**config.mk**
```make
export PLATFORM = sky130hd
export DESIGN_NAME = axi4lite_tohost_splitter_flat
export DESIGN_NICKNAME = d
export VERILOG_FILES = /design/src/rtl/axi4lite_tohost_splitter_if.sv /design/src/rtl/axi4lite_tohost_splitter.sv /design/src/flat_wrapper.sv
export SDC_FILE = /design/constraint.sdc
export NUM_CORES = 1
export LEC_CHECK = 0
export ABC_AREA = 1
export BUFFER_PORTS_ARGS = -buffer_cell sky130_fd_sc_hd__buf_2
export CORE_ASPECT_RATIO = 0.9
export CORE_MARGIN = 2
export CORE_UTILIZATION = 40
export CTS_BUF_LIST = sky130_fd_sc_hd__clkbuf_4 sky130_fd_sc_hd__clkbuf_8
export CTS_CLUSTER_DIAMETER = 80
export DETAILED_ROUTE_END_ITERATION = 10
export HOLD_SLACK_MARGIN = 0.06
export PLACE_DENSITY = 0.78
export SYNTH_ARGS = -nofsm -noshare
export SYNTH_HDL_FRONTEND = slang
export SYNTH_SLANG_ARGS = --single-unit
```
**constraint.sdc**
```tcl
create_clock -name clk -period 7.55 [get_ports clk]
set_input_delay 0 -clock clk [delete_from_list [all_inputs] [get_ports clk]]
set_output_delay 0 -clock clk [all_outputs]
set_load 0.05 [all_outputs]
```
**src/rtl/axi4lite_tohost_splitter_if.sv**
```systemverilog
// AXI4-Lite channel bundle shared by the core-facing and SRAM-facing ports of the tohost splitter.
interface axi4lite_tohost_splitter_if #(
    parameter int unsigned ADDR_W = 32
);
    logic              awvalid;
    logic              awready;
    logic [ADDR_W-1:0] awaddr;
    logic [2:0]        awprot;
    logic [3:0]        awcache;
    logic              wvalid;
    logic              wready;
    logic [31:0]       wdata;
    logic [3:0]        wstrb;
    logic              bvalid;
    logic              bready;
    logic [1:0]        bresp;
    logic              arvalid;
    logic              arready;
    logic [ADDR_W-1:0] araddr;
    logic [2:0]        arprot;
    logic [3:0]        arcache;
    logic              rvalid;
    logic              rready;
    logic [1:0]        rresp;
    logic [31:0]       rdata;

    modport master (
        output awvalid, awaddr, awprot, awcache, input awready,
        output wvalid, wdata, wstrb, input wready,
        input bvalid, bresp, output bready,
        output arvalid, araddr, arprot, arcache, input arready,
        input rvalid, rresp, rdata, output rready
    );

    modport slave (
        input awvalid, awaddr, awprot, awcache, output awready,
        input wvalid, wdata, wstrb, output wready,
        output bvalid, bresp, input bready,
        input arvalid, araddr, arprot, arcache, output arready,
        output rvalid, rresp, rdata, input rready
    );
endinterface

```
**src/rtl/axi4lite_tohost_splitter.sv**
```systemverilog
// Forwards AXI4-Lite traffic from the core to the data SRAM, terminating accesses to the tohost
// word locally and exposing the latched tohost code as done/pass status.
module axi4lite_tohost_splitter #(
    parameter int unsigned       ADDR_W       = 32,
    parameter logic [ADDR_W-1:0] TOHOST_ADDR  = 'h6000,
    parameter logic [31:0]       SUCCESS_CODE = 32'd1
) (
    input  logic                              clk,
    input  logic                              rst,
    axi4lite_tohost_splitter_if.slave         s_bus,
    axi4lite_tohost_splitter_if.master        m_bus,
    output logic                              tohost_valid,
    output logic [31:0]                       tohost_data,
    output logic                              done,
    output logic                              pass
);
    typedef enum logic [2:0] {WIdle, WFwd, WMrsp, WLoc, WLrsp} wstate_e;
    typedef enum logic [1:0] {RIdle, RFwd, RMrsp, RLrsp} rstate_e;

    wstate_e           wstate_q, wstate_d;
    rstate_e           rstate_q, rstate_d;
    logic              awready_q, awready_d, arready_q, arready_d;
    logic              m_awvalid_q, m_awvalid_d, m_arvalid_q, m_arvalid_d;
    logic              aw_done_q, aw_done_d, w_done_q, w_done_d;
    logic              lbvalid_q, lbvalid_d, lrvalid_q, lrvalid_d;
    logic [ADDR_W-1:0] awaddr_q, awaddr_d, araddr_q, araddr_d;
    logic [2:0]        awprot_q, awprot_d, arprot_q, arprot_d;
    logic [3:0]        awcache_q, awcache_d, arcache_q, arcache_d;
    logic [31:0]       tohost_q, tohost_d, rdata_q, rdata_d;
    logic              done_q, done_d, tv_q, tv_d;

    always_comb begin
        wstate_d  = wstate_q;
        awaddr_d  = awaddr_q;
        awprot_d  = awprot_q;
        awcache_d = awcache_q;
        aw_done_d = aw_done_q;
        w_done_d  = w_done_q;
        tohost_d  = tohost_q;
        done_d    = done_q;
        tv_d      = 1'b0;
        case (wstate_q)
            WIdle: begin
                if (awready_q && s_bus.awvalid) begin
                    awaddr_d  = s_bus.awaddr;
                    awprot_d  = s_bus.awprot;
                    awcache_d = s_bus.awcache;
                    aw_done_d = 1'b0;
                    w_done_d  = 1'b0;
                    wstate_d  = (s_bus.awaddr == TOHOST_ADDR) ? WLoc : WFwd;
                end
            end
            WFwd: begin
                if (m_awvalid_q && m_bus.awready) aw_done_d = 1'b1;
                if (s_bus.wvalid && m_bus.wready && !w_done_q) w_done_d = 1'b1;
                if (aw_done_d && w_done_d) wstate_d = WMrsp;
            end
            WMrsp: begin
                if (m_bus.bvalid && s_bus.bready) wstate_d = WIdle;
            end
            WLoc: begin
                if (s_bus.wvalid) begin
                    for (int i = 0; i < 4; i++) begin
                        if (s_bus.wstrb[i]) tohost_d[8*i +: 8] = s_bus.wdata[8*i +: 8];
                    end
                    wstate_d = WLrsp;
                end
            end
            WLrsp: begin
                if (s_bus.bready) begin
                    tv_d     = 1'b1;
                    done_d   = done_q | (tohost_q != 32'd0);
                    wstate_d = WIdle;
                end
            end
            default: wstate_d = WIdle;
        endcase
        // Handshake outputs are registered copies of the next-state decode.
        awready_d   = (wstate_d == WIdle);
        m_awvalid_d = (wstate_d == WFwd) && !aw_done_d;
        lbvalid_d   = (wstate_d == WLrsp);
    end

    always_comb begin
        rstate_d  = rstate_q;
        araddr_d  = araddr_q;
        arprot_d  = arprot_q;
        arcache_d = arcache_q;
        rdata_d   = rdata_q;
        case (rstate_q)
            RIdle: begin
                if (arready_q && s_bus.arvalid) begin
                    araddr_d  = s_bus.araddr;
                    arprot_d  = s_bus.arprot;
                    arcache_d = s_bus.arcache;
                    // Snapshot before any same-edge tohost update lands.
                    rdata_d   = tohost_q;
                    rstate_d  = (s_bus.araddr == TOHOST_ADDR) ? RLrsp : RFwd;
                end
            end
            RFwd:    if (m_arvalid_q && m_bus.arready) rstate_d = RMrsp;
            RMrsp:   if (m_bus.rvalid && s_bus.rready) rstate_d = RIdle;
            RLrsp:   if (s_bus.rready) rstate_d = RIdle;
            default: rstate_d = RIdle;
        endcase
        arready_d   = (rstate_d == RIdle);
        m_arvalid_d = (rstate_d == RFwd);
        lrvalid_d   = (rstate_d == RLrsp);
    end

    always_ff @(posedge clk or posedge rst) begin
        if (rst) begin
            wstate_q    <= WIdle;
            rstate_q    <= RIdle;
            awready_q   <= 1'b0;
            arready_q   <= 1'b0;
            m_awvalid_q <= 1'b0;
            m_arvalid_q <= 1'b0;
            aw_done_q   <= 1'b0;
            w_done_q    <= 1'b0;
            lbvalid_q   <= 1'b0;
            lrvalid_q   <= 1'b0;
            awaddr_q    <= '0;
            araddr_q    <= '0;
            awprot_q    <= '0;
            arprot_q    <= '0;
            awcache_q   <= '0;
            arcache_q   <= '0;
            tohost_q    <= '0;
            rdata_q     <= '0;
            done_q      <= 1'b0;
            tv_q        <= 1'b0;
        end else begin
            wstate_q    <= wstate_d;
            rstate_q    <= rstate_d;
            awready_q   <= awready_d;
            arready_q   <= arready_d;
            m_awvalid_q <= m_awvalid_d;
            m_arvalid_q <= m_arvalid_d;
            aw_done_q   <= aw_done_d;
            w_done_q    <= w_done_d;
            lbvalid_q   <= lbvalid_d;
            lrvalid_q   <= lrvalid_d;
            awaddr_q    <= awaddr_d;
            araddr_q    <= araddr_d;
            awprot_q    <= awprot_d;
            arprot_q    <= arprot_d;
            awcache_q   <= awcache_d;
            arcache_q   <= arcache_d;
            tohost_q    <= tohost_d;
            rdata_q     <= rdata_d;
            done_q      <= done_d;
            tv_q        <= tv_d;
        end
    end

    always_comb begin
        s_bus.awready = awready_q;
        m_bus.awvalid = m_awvalid_q;
        m_bus.awaddr  = awaddr_q;
        m_bus.awprot  = awprot_q;
        m_bus.awcache = awcache_q;
        m_bus.wdata   = s_bus.wdata;
        m_bus.wstrb   = s_bus.wstrb;
        m_bus.wvalid  = 1'b0;
        s_bus.wready  = 1'b0;
        s_bus.bvalid  = lbvalid_q;
        s_bus.bresp   = 2'b00;
        m_bus.bready  = 1'b0;
        case (wstate_q)
            WFwd: begin
                m_bus.wvalid = s_bus.wvalid & ~w_done_q;
                s_bus.wready = m_bus.wready & ~w_done_q;
            end
            WLoc: s_bus.wready = 1'b1;
            WMrsp: begin
                s_bus.bvalid = m_bus.bvalid;
                s_bus.bresp  = m_bus.bresp;
                m_bus.bready = s_bus.bready;
            end
            default: ;
        endcase
    end

    always_comb begin
        s_bus.arready = arready_q;
        m_bus.arvalid = m_arvalid_q;
        m_bus.araddr  = araddr_q;
        m_bus.arprot  = arprot_q;
        m_bus.arcache = arcache_q;
        s_bus.rvalid  = lrvalid_q;
        s_bus.rdata   = rdata_q;
        s_bus.rresp   = 2'b00;
        m_bus.rready  = 1'b0;
        if (rstate_q == RMrsp) begin
            s_bus.rvalid = m_bus.rvalid;
            s_bus.rdata  = m_bus.rdata;
            s_bus.rresp  = m_bus.rresp;
            m_bus.rready = s_bus.rready;
        end
    end

    assign tohost_valid = tv_q;
    assign tohost_data  = tohost_q;
    assign done         = done_q;
    assign pass         = done_q && (tohost_q == SUCCESS_CODE);
endmodule

```
**src/flat_wrapper.sv**
```systemverilog
// flat-port wrapper written by rule: the top's interface ports become plain ports
module axi4lite_tohost_splitter_flat 
#(
    parameter int unsigned       ADDR_W       = 32,
    parameter logic [ADDR_W-1:0] TOHOST_ADDR  = 'h6000,
    parameter logic [31:0]       SUCCESS_CODE = 32'd1
)
  (clk, rst, tohost_valid, tohost_data, done, pass, s_bus_awvalid, s_bus_awaddr, s_bus_awprot, s_bus_awcache, s_bus_awready, s_bus_wvalid, s_bus_wdata, s_bus_wstrb, s_bus_wready, s_bus_bvalid, s_bus_bresp, s_bus_bready, s_bus_arvalid, s_bus_araddr, s_bus_arprot, s_bus_arcache, s_bus_arready, s_bus_rvalid, s_bus_rresp, s_bus_rdata, s_bus_rready, m_bus_awvalid, m_bus_awaddr, m_bus_awprot, m_bus_awcache, m_bus_awready, m_bus_wvalid, m_bus_wdata, m_bus_wstrb, m_bus_wready, m_bus_bvalid, m_bus_bresp, m_bus_bready, m_bus_arvalid, m_bus_araddr, m_bus_arprot, m_bus_arcache, m_bus_arready, m_bus_rvalid, m_bus_rresp, m_bus_rdata, m_bus_rready);
  axi4lite_tohost_splitter_if #(.ADDR_W(ADDR_W)) s_bus_i ();
  axi4lite_tohost_splitter_if #(.ADDR_W(ADDR_W)) m_bus_i ();
  input  logic clk;
  input  logic rst;
  output logic tohost_valid;
  output logic [31:0] tohost_data;
  output logic done;
  output logic pass;
  input wire logic [$bits(s_bus_i.awvalid)-1:0] s_bus_awvalid;
  input wire logic [$bits(s_bus_i.awaddr)-1:0] s_bus_awaddr;
  input wire logic [$bits(s_bus_i.awprot)-1:0] s_bus_awprot;
  input wire logic [$bits(s_bus_i.awcache)-1:0] s_bus_awcache;
  output wire logic [$bits(s_bus_i.awready)-1:0] s_bus_awready;
  input wire logic [$bits(s_bus_i.wvalid)-1:0] s_bus_wvalid;
  input wire logic [$bits(s_bus_i.wdata)-1:0] s_bus_wdata;
  input wire logic [$bits(s_bus_i.wstrb)-1:0] s_bus_wstrb;
  output wire logic [$bits(s_bus_i.wready)-1:0] s_bus_wready;
  output wire logic [$bits(s_bus_i.bvalid)-1:0] s_bus_bvalid;
  output wire logic [$bits(s_bus_i.bresp)-1:0] s_bus_bresp;
  input wire logic [$bits(s_bus_i.bready)-1:0] s_bus_bready;
  input wire logic [$bits(s_bus_i.arvalid)-1:0] s_bus_arvalid;
  input wire logic [$bits(s_bus_i.araddr)-1:0] s_bus_araddr;
  input wire logic [$bits(s_bus_i.arprot)-1:0] s_bus_arprot;
  input wire logic [$bits(s_bus_i.arcache)-1:0] s_bus_arcache;
  output wire logic [$bits(s_bus_i.arready)-1:0] s_bus_arready;
  output wire logic [$bits(s_bus_i.rvalid)-1:0] s_bus_rvalid;
  output wire logic [$bits(s_bus_i.rresp)-1:0] s_bus_rresp;
  output wire logic [$bits(s_bus_i.rdata)-1:0] s_bus_rdata;
  input wire logic [$bits(s_bus_i.rready)-1:0] s_bus_rready;
  output wire logic [$bits(m_bus_i.awvalid)-1:0] m_bus_awvalid;
  output wire logic [$bits(m_bus_i.awaddr)-1:0] m_bus_awaddr;
  output wire logic [$bits(m_bus_i.awprot)-1:0] m_bus_awprot;
  output wire logic [$bits(m_bus_i.awcache)-1:0] m_bus_awcache;
  input wire logic [$bits(m_bus_i.awready)-1:0] m_bus_awready;
  output wire logic [$bits(m_bus_i.wvalid)-1:0] m_bus_wvalid;
  output wire logic [$bits(m_bus_i.wdata)-1:0] m_bus_wdata;
  output wire logic [$bits(m_bus_i.wstrb)-1:0] m_bus_wstrb;
  input wire logic [$bits(m_bus_i.wready)-1:0] m_bus_wready;
  input wire logic [$bits(m_bus_i.bvalid)-1:0] m_bus_bvalid;
  input wire logic [$bits(m_bus_i.bresp)-1:0] m_bus_bresp;
  output wire logic [$bits(m_bus_i.bready)-1:0] m_bus_bready;
  output wire logic [$bits(m_bus_i.arvalid)-1:0] m_bus_arvalid;
  output wire logic [$bits(m_bus_i.araddr)-1:0] m_bus_araddr;
  output wire logic [$bits(m_bus_i.arprot)-1:0] m_bus_arprot;
  output wire logic [$bits(m_bus_i.arcache)-1:0] m_bus_arcache;
  input wire logic [$bits(m_bus_i.arready)-1:0] m_bus_arready;
  input wire logic [$bits(m_bus_i.rvalid)-1:0] m_bus_rvalid;
  input wire logic [$bits(m_bus_i.rresp)-1:0] m_bus_rresp;
  input wire logic [$bits(m_bus_i.rdata)-1:0] m_bus_rdata;
  output wire logic [$bits(m_bus_i.rready)-1:0] m_bus_rready;
  assign s_bus_i.awvalid = s_bus_awvalid;
  assign s_bus_i.awaddr = s_bus_awaddr;
  assign s_bus_i.awprot = s_bus_awprot;
  assign s_bus_i.awcache = s_bus_awcache;
  assign s_bus_awready = s_bus_i.awready;
  assign s_bus_i.wvalid = s_bus_wvalid;
  assign s_bus_i.wdata = s_bus_wdata;
  assign s_bus_i.wstrb = s_bus_wstrb;
  assign s_bus_wready = s_bus_i.wready;
  assign s_bus_bvalid = s_bus_i.bvalid;
  assign s_bus_bresp = s_bus_i.bresp;
  assign s_bus_i.bready = s_bus_bready;
  assign s_bus_i.arvalid = s_bus_arvalid;
  assign s_bus_i.araddr = s_bus_araddr;
  assign s_bus_i.arprot = s_bus_arprot;
  assign s_bus_i.arcache = s_bus_arcache;
  assign s_bus_arready = s_bus_i.arready;
  assign s_bus_rvalid = s_bus_i.rvalid;
  assign s_bus_rresp = s_bus_i.rresp;
  assign s_bus_rdata = s_bus_i.rdata;
  assign s_bus_i.rready = s_bus_rready;
  assign m_bus_awvalid = m_bus_i.awvalid;
  assign m_bus_awaddr = m_bus_i.awaddr;
  assign m_bus_awprot = m_bus_i.awprot;
  assign m_bus_awcache = m_bus_i.awcache;
  assign m_bus_i.awready = m_bus_awready;
  assign m_bus_wvalid = m_bus_i.wvalid;
  assign m_bus_wdata = m_bus_i.wdata;
  assign m_bus_wstrb = m_bus_i.wstrb;
  assign m_bus_i.wready = m_bus_wready;
  assign m_bus_i.bvalid = m_bus_bvalid;
  assign m_bus_i.bresp = m_bus_bresp;
  assign m_bus_bready = m_bus_i.bready;
  assign m_bus_arvalid = m_bus_i.arvalid;
  assign m_bus_araddr = m_bus_i.araddr;
  assign m_bus_arprot = m_bus_i.arprot;
  assign m_bus_arcache = m_bus_i.arcache;
  assign m_bus_i.arready = m_bus_arready;
  assign m_bus_i.rvalid = m_bus_rvalid;
  assign m_bus_i.rresp = m_bus_rresp;
  assign m_bus_i.rdata = m_bus_rdata;
  assign m_bus_rready = m_bus_i.rready;
  axi4lite_tohost_splitter #(.ADDR_W(ADDR_W), .TOHOST_ADDR(TOHOST_ADDR), .SUCCESS_CODE(SUCCESS_CODE)) u_core (.clk(clk), .rst(rst), .s_bus(s_bus_i), .m_bus(m_bus_i), .tohost_valid(tohost_valid), .tohost_data(tohost_data), .done(done), .pass(pass));
endmodule
```
; Word level (Yosys, flattened, before mapping)
; Index checks and enable logic that the tools add are counted.
[word_totals]
reg_bits = 157
latch_bits = 0
mem_bits_rw = 0
romBits = 0
input_bits = 162
n_memories = 0
[classes]
n_addsub = 0
mul = 0
div_mod_pow = 0
order_cmp = 0
eq_ne = 15
shifts = 0
muxes = 32
bitwise = 4
reduce_logical = 27
[op_table]
columns = operator, n
row1 = 32-bit by 15-bit equality test with 1-bit output (second input constant), 2
row2 = 32-bit by 1-bit equality test with 1-bit output (second input constant), 1
row3 = 32-bit two-way mux, 1
row4 = 32-bit nonzero test, 1
row5 = 2-bit two-way mux, 8
row6 = 3-bit two-way mux, 5
row7 = 3-bit case mux with 5 select lines, 1
row8 = 1-bit two-way mux, 13
row9 = 3-bit AND reduction, 4
row10 = 1-bit logical AND, 11
row11 = 2-bit case mux with 4 select lines, 1
row12 = 2-bit AND reduction, 4
row13 = 2-bit equality test (second input constant), 3
row14 = 3-bit by 1-bit equality test with 1-bit output (second input constant), 2
row15 = 3-bit by 2-bit equality test with 1-bit output (second input constant), 2
row16 = 3-bit equality test (second input constant), 2
row17 = 3-bit zero test, 2
row18 = 1-bit case mux with 2 select lines, 3
row19 = 2-bit by 1-bit equality test with 1-bit output (second input constant), 2
row20 = 2-bit zero test, 2
row21 = 1-bit AND, 2
row22 = 1-bit zero test, 2
row23 = 2-bit by 1-bit inequality test with 1-bit output (second input constant), 1
row24 = 2-bit nonzero test, 1
row25 = 2 further kinds, 2

; Logic depth before layout (Yosys ltp)
[depth]
depth_word = 9
ltp_mapped = 9
mapped_depth_nobuf = 8

; Worst setup path before layout
; OpenSTA, ideal clock, no wires.
[synth_path]
path_kind = flip-flop to output port
from = register u_core.wstate_q[2]
to = output port m_bus_wvalid
arrival_time_ns = 1.801
required_time_ns = 7.550
slack_ns = 5.749
stages_incl_launch_ff = 6
n_path_buf = 0
cell_sequence = dfrtp_1 > inv_2 > nand2_2 > nor2_1 > inv_1 > nor3_1
[synth_via]
elab_chain_cells = 2
[synth_lines]
columns = item, line_no
row1 = start: declaration, axi4lite_tohost_splitter.sv:20  ; wstate_e wstate_q, wstate_d;
row2 = start signal: assignment, axi4lite_tohost_splitter.sv:113  ; wstate_q <= WIdle;
row3 = start signal: assignment, axi4lite_tohost_splitter.sv:134  ; wstate_q <= wstate_d;
row4 = 3-bit by 1-bit equality test with 1-bit output, axi4lite_tohost_splitter.sv:170  ; case (wstate_q)
row5 = 1-bit two-way mux, axi4lite_tohost_splitter.sv:170
row6 = end: declaration, flat_wrapper.sv:43  ; output wire logic [$bits(m_bus_i.wvalid)-1:0] m_bus_wvalid;
; Every way passes these cells.

; Worst setup path after layout
[layout_path]
from = register u_core.wstate_q[2]
to = register u_core.tohost_q[7], in the netlist u_core.tohost_data[7]
[layout_via]
elab_chain_cells = 2
[layout_lines]
columns = item, line_no
row1 = 3-bit by 2-bit equality test with 1-bit output, axi4lite_tohost_splitter.sv:42  ; case (wstate_q)
row2 = 3-bit AND reduction (no line), --
row3 = end signal: assignment, axi4lite_tohost_splitter.sv:150  ; tohost_q <= tohost_d;
row4 = end: declaration, axi4lite_tohost_splitter.sv:29  ; logic [31:0] tohost_q, tohost_d, rdata_q, rdata_d;
; Every way passes these cells.
; A chain may end at the register's enable or synchronous reset.

==> results.md <==
Route:
- The number of nets still failing antenna checks after routing is 0.
- Across all layers, the routed design uses between 7000 and 8000 vias.
- In the final routed layout, each cell accounts on average for 15.8 um.
- The number of detailed-route iterations in the first pass is 5.
- The DRC violations left is 0.
- The via density per instance is ~4.9.
- The detailed router finished its first iteration with roughly 430 violations.
- For this block, the routed nets add up to between 20 and 25 mm of wire.

Global route:
- In the global route stage, overall resource usage came out at 0.257.
- The global-route wire length before repair is around 39 mm.
- The number of global-route vias before repair is approximately 7800.
- The number of antenna violations at the first check in global routing is 0.
- The pin count of the biggest net entering global routing is 112.
- The total congestion overflow after global routing is 0.

STA:
- Setup violations remaining at the end of the flow were counted as 0.
- For the finished layout, the period the worst path requires is roughly 2.5 ns.
- The worst setup slack after layout is between 5 and 6 ns.
- The count of final hold-check violations came to 0.
- Headroom to the max-slew limit came out at 0.299.
- The total count of max-transition violations in the final report was 0.
- The ratio of final minimum period to clock period is 0.334.
- Timing would allow up to roughly 400 MHz.
- The worst clock skew is 0.0159 ns.
- Setup repair after global routing left no endpoint under its margin.
- In the final timing run, aggregate negative setup slack is 0 ns.
- The pin slew with the least headroom to its limit is about 1.1 ns.

Clocking:
- The clock-pin transition on the worst setup and hold timing paths is ~0.10 ns.
- The number of buffers inserted to repair setup after CTS is 0.
- The number of cells upsized or downsized after cts is 0.
- The later pin in the worst-skew pair is clocked with a latency of approximately 0.46 ns.
- The total number of clock tree sinks is roughly 160.
- The number of CTS-inserted buffers is 17.
- The CTS tree is yes.
- No sink is reached through more buffers than the 2 on the longest clock path.
- CTS built an H-tree with a depth of 4.
- The CTS root buffer is clkbuf_8.

Job:
- Max-cap violations in this run came to 0.

Setup path:
- STA classifies the critical path endpoint as a flip-flop.
- The worst endpoint data arrival time is around 2.9 ns.
- The register-to-register setup slack is 5.02 ns.
- STA classifies the critical path startpoint as a flip-flop.
- The worst flop-to-flop path endpoint is u_core.tohost_data[7]$_DFFE_PP0P_.
- Along the worst path, the maximum fanout reaches 16.
- The required time of the critical path is a little under 8 ns.
- For the worst flop-to-flop path, the logic depth is 10.
- By startpoint and endpoint, the worst setup path is classified as flip-flop to flip-flop.
- The startpoint of the worst register-to-register path is u_core.wstate_q[2]$_DFF_PP0_.

Synth:
- Of the synthesized area, sequential elements account for 0.545.
- A synthesized cell averages between 8 and 9 um^2.
- After technology mapping, the gate count stands at around 830.
- The synthesized netlist occupies a cell area of slightly above 0.007 mm^2.
- After synthesis the netlist holds a flip-flop and latch count of 157.
- The distinct cell type count after synthesis is 26.
- The count of synthesis-stage warnings from yosys is 0.
- The net count after synthesis is 995.

Place:
- Including well taps, the total number of placed cells is about 1400.
- In this run the tool buffered the top-level ports with between 300 and 400 buffer cells.
- After legalization and detailed placement, the total HPWL measured roughly 15 mm.
- Before CTS, the worst setup slack after placement is roughly 5.3 ns.
- The congestion estimate from routability-driven global placement came to 0.855.

Layout:
- The library cell used most frequently in the layout, excluding fill and tap cells, is buf_2.
- The area added between synthesis and finish is 53.6%.
- The fraction of final layout cells with drive strength greater than 1 is 0.335.
- The library cells used most frequently in the layout, excluding fill and tap cells, are buf_2, nand2_1, dlygate4sd3_1.
- In the final design database the tool counted around 1500 nets.
- The core occupancy in the finished layout is 0.629.
- The final non-filler cell total is roughly 1600.

Floorplan:
- The initialized floorplan defines between 40 and 50 standard-cell rows.
- The core area is between 0.015 and 0.02 mm^2.
- The initial standard-cell utilization of the core is 0.409.
- The die is between 100 and 150 um tall.
- approximately 360 I/O pins were placed.
- The die boundary width is roughly 150 um.
- The die covers 0.0191 mm^2.

Status:
- The run finished with clean final reports.

Min path:
- The type of the worst min-delay path is input port to flip-flop.
- The worst hold path endpoint is u_core.lrvalid_q$_DFF_PP0_.
- The worst hold path begins at s_bus_rready.
- Counting instances, the worst hold path has a depth of 6.

Pwr:
- In this run the static leakage power is 6.07 nW.
- The worst-case vdd ir drop is 0.000276 V.
- Dividing total power by cell area gives a power density of 450 mW/mm^2.
## metal layers
layer | vias up | GRT usage | routed length (um)
li1 | 3553 | - | -
met4 | 0 | 0.123 | 1070
met1 | 3676 | 0.298 | 9570
met2 | 463 | 0.445 | 12300
met5 | - | 0 | 0
met3 | 91 | 0.0646 | 2050
## logic make-up (layout without fill, tap and decap cells)
group,Yosys count,in the layout,share of synthesized area
AO/OA/AOI/OAI,88,88,0.0662
buffers and inverters,139,645,0.102
flip-flops,157,157,0.545
multiplexers,33,33,0.0516
other,0,1,0
AND/OR/NAND/NOR,416,416,0.235
## sequential cells by signal, indices dropped and copies added, names as in the netlist, 3 cells and up
name	flops
u_core.tohost_data	32
u_core.m_bus.arprot	3
u_core.wstate_q	3
u_core.m_bus.araddr	32
u_core.rdata_q	32
u_core.m_bus.awprot	3
u_core.m_bus.arcache	4
u_core.m_bus.awcache	4
u_core.m_bus.awaddr	32
## final cells by class
type / count / area [um^2]
Timing Repair Buffer: 540 / 3620
Inverter: 73 / 287
Multi-Input combinational cell: 537 / 2550
Sequential cell: 157 / 3930
Antenna cell: 1 / 2.50
Clock buffer: 17 / 234
Tap cell: 240 / 300
Clock inverter: 15 / 149
Fill cell: 1332 / 6540
## power breakdown
part           switching, mW  leakage [nW]  internal (mW)
logic                   2.18          4.01          0.743
registers              0.222          1.86           1.21
clock network          0.357         0.196          0.272
total                   2.75          6.07           2.23
## worst max-delay path by stage
| stage | startpoint | end | depth (start not counted) |
|---|---|---|---|
| after floorplan | rst | u_core.aw_done_q$_DFF_PP0_ | 1 |
| after global placement | u_core.rstate_q[1]$_DFF_PP0_ | u_core.s_bus.arready$_DFF_PP0_ | 6 |
| after detailed placement | u_core.rstate_q[1]$_DFF_PP0_ | u_core.s_bus.arready$_DFF_PP0_ | 6 |
| after CTS | u_core.wstate_q[2]$_DFF_PP0_ | u_core.tohost_data[6]$_DFFE_PP0P_ | 10 |
| after global routing | u_core.wstate_q[2]$_DFF_PP0_ | u_core.tohost_data[2]$_DFFE_PP0P_ | 10 |
| final | u_core.wstate_q[2]$_DFF_PP0_ | u_core.tohost_data[7]$_DFFE_PP0P_ | 10 |
## cell usage after synthesis (all sizes together)
cell type	instances	area (um^2)
a21oi	32	183
and2	1	6.26
buf	58	422
clkbuf	8	30.0
dfrtp	157	3930
inv	73	282
mux2	33	372
nand2	281	1100
nand3	21	105
nand3b	2	15.0
nand4	13	87.6
nor2	96	373
nor3	2	10.0
o21ai	52	260
o21bai	1	11.3
o31ai	3	22.5
## what timing repair did
item / 4_1_cts / 5_1_grt
endpoints found under the setup margin: 0 / 0
hold buffers: 181 / 0
hold endpoints to repair: 224 / 0
## critical path, cell delays in order, from the launching register on
cell           delay [ns]
dfrtp_1              0.42
inv_2                0.10
nand2_2              0.08
nor2_4               0.11
nand2_4              0.09
inv_8                0.11
nand2_4              0.15
nor2_1               0.15
dlygate4sd3_1        0.58
a21oi_1              0.05
dlygate4sd3_1        0.57
## metrics by stage
| stage | area [um^2] | total power, mW | hold slack (ns) |
|---|---|---|---|
| after floorplan | 7200 | 3.53 | 0.0979 |
| after global routing | 11100 | 5.22 | 0.108 |
| after detailed placement | 8870 | 4.16 | 0.198 |
| after global placement | 8870 | 4.11 | 0.194 |
| after CTS | 11100 | 4.94 | 0.0604 |
| final | 11100 | 4.98 | 0.0712 |
Power figures use the tool's default switching activity.
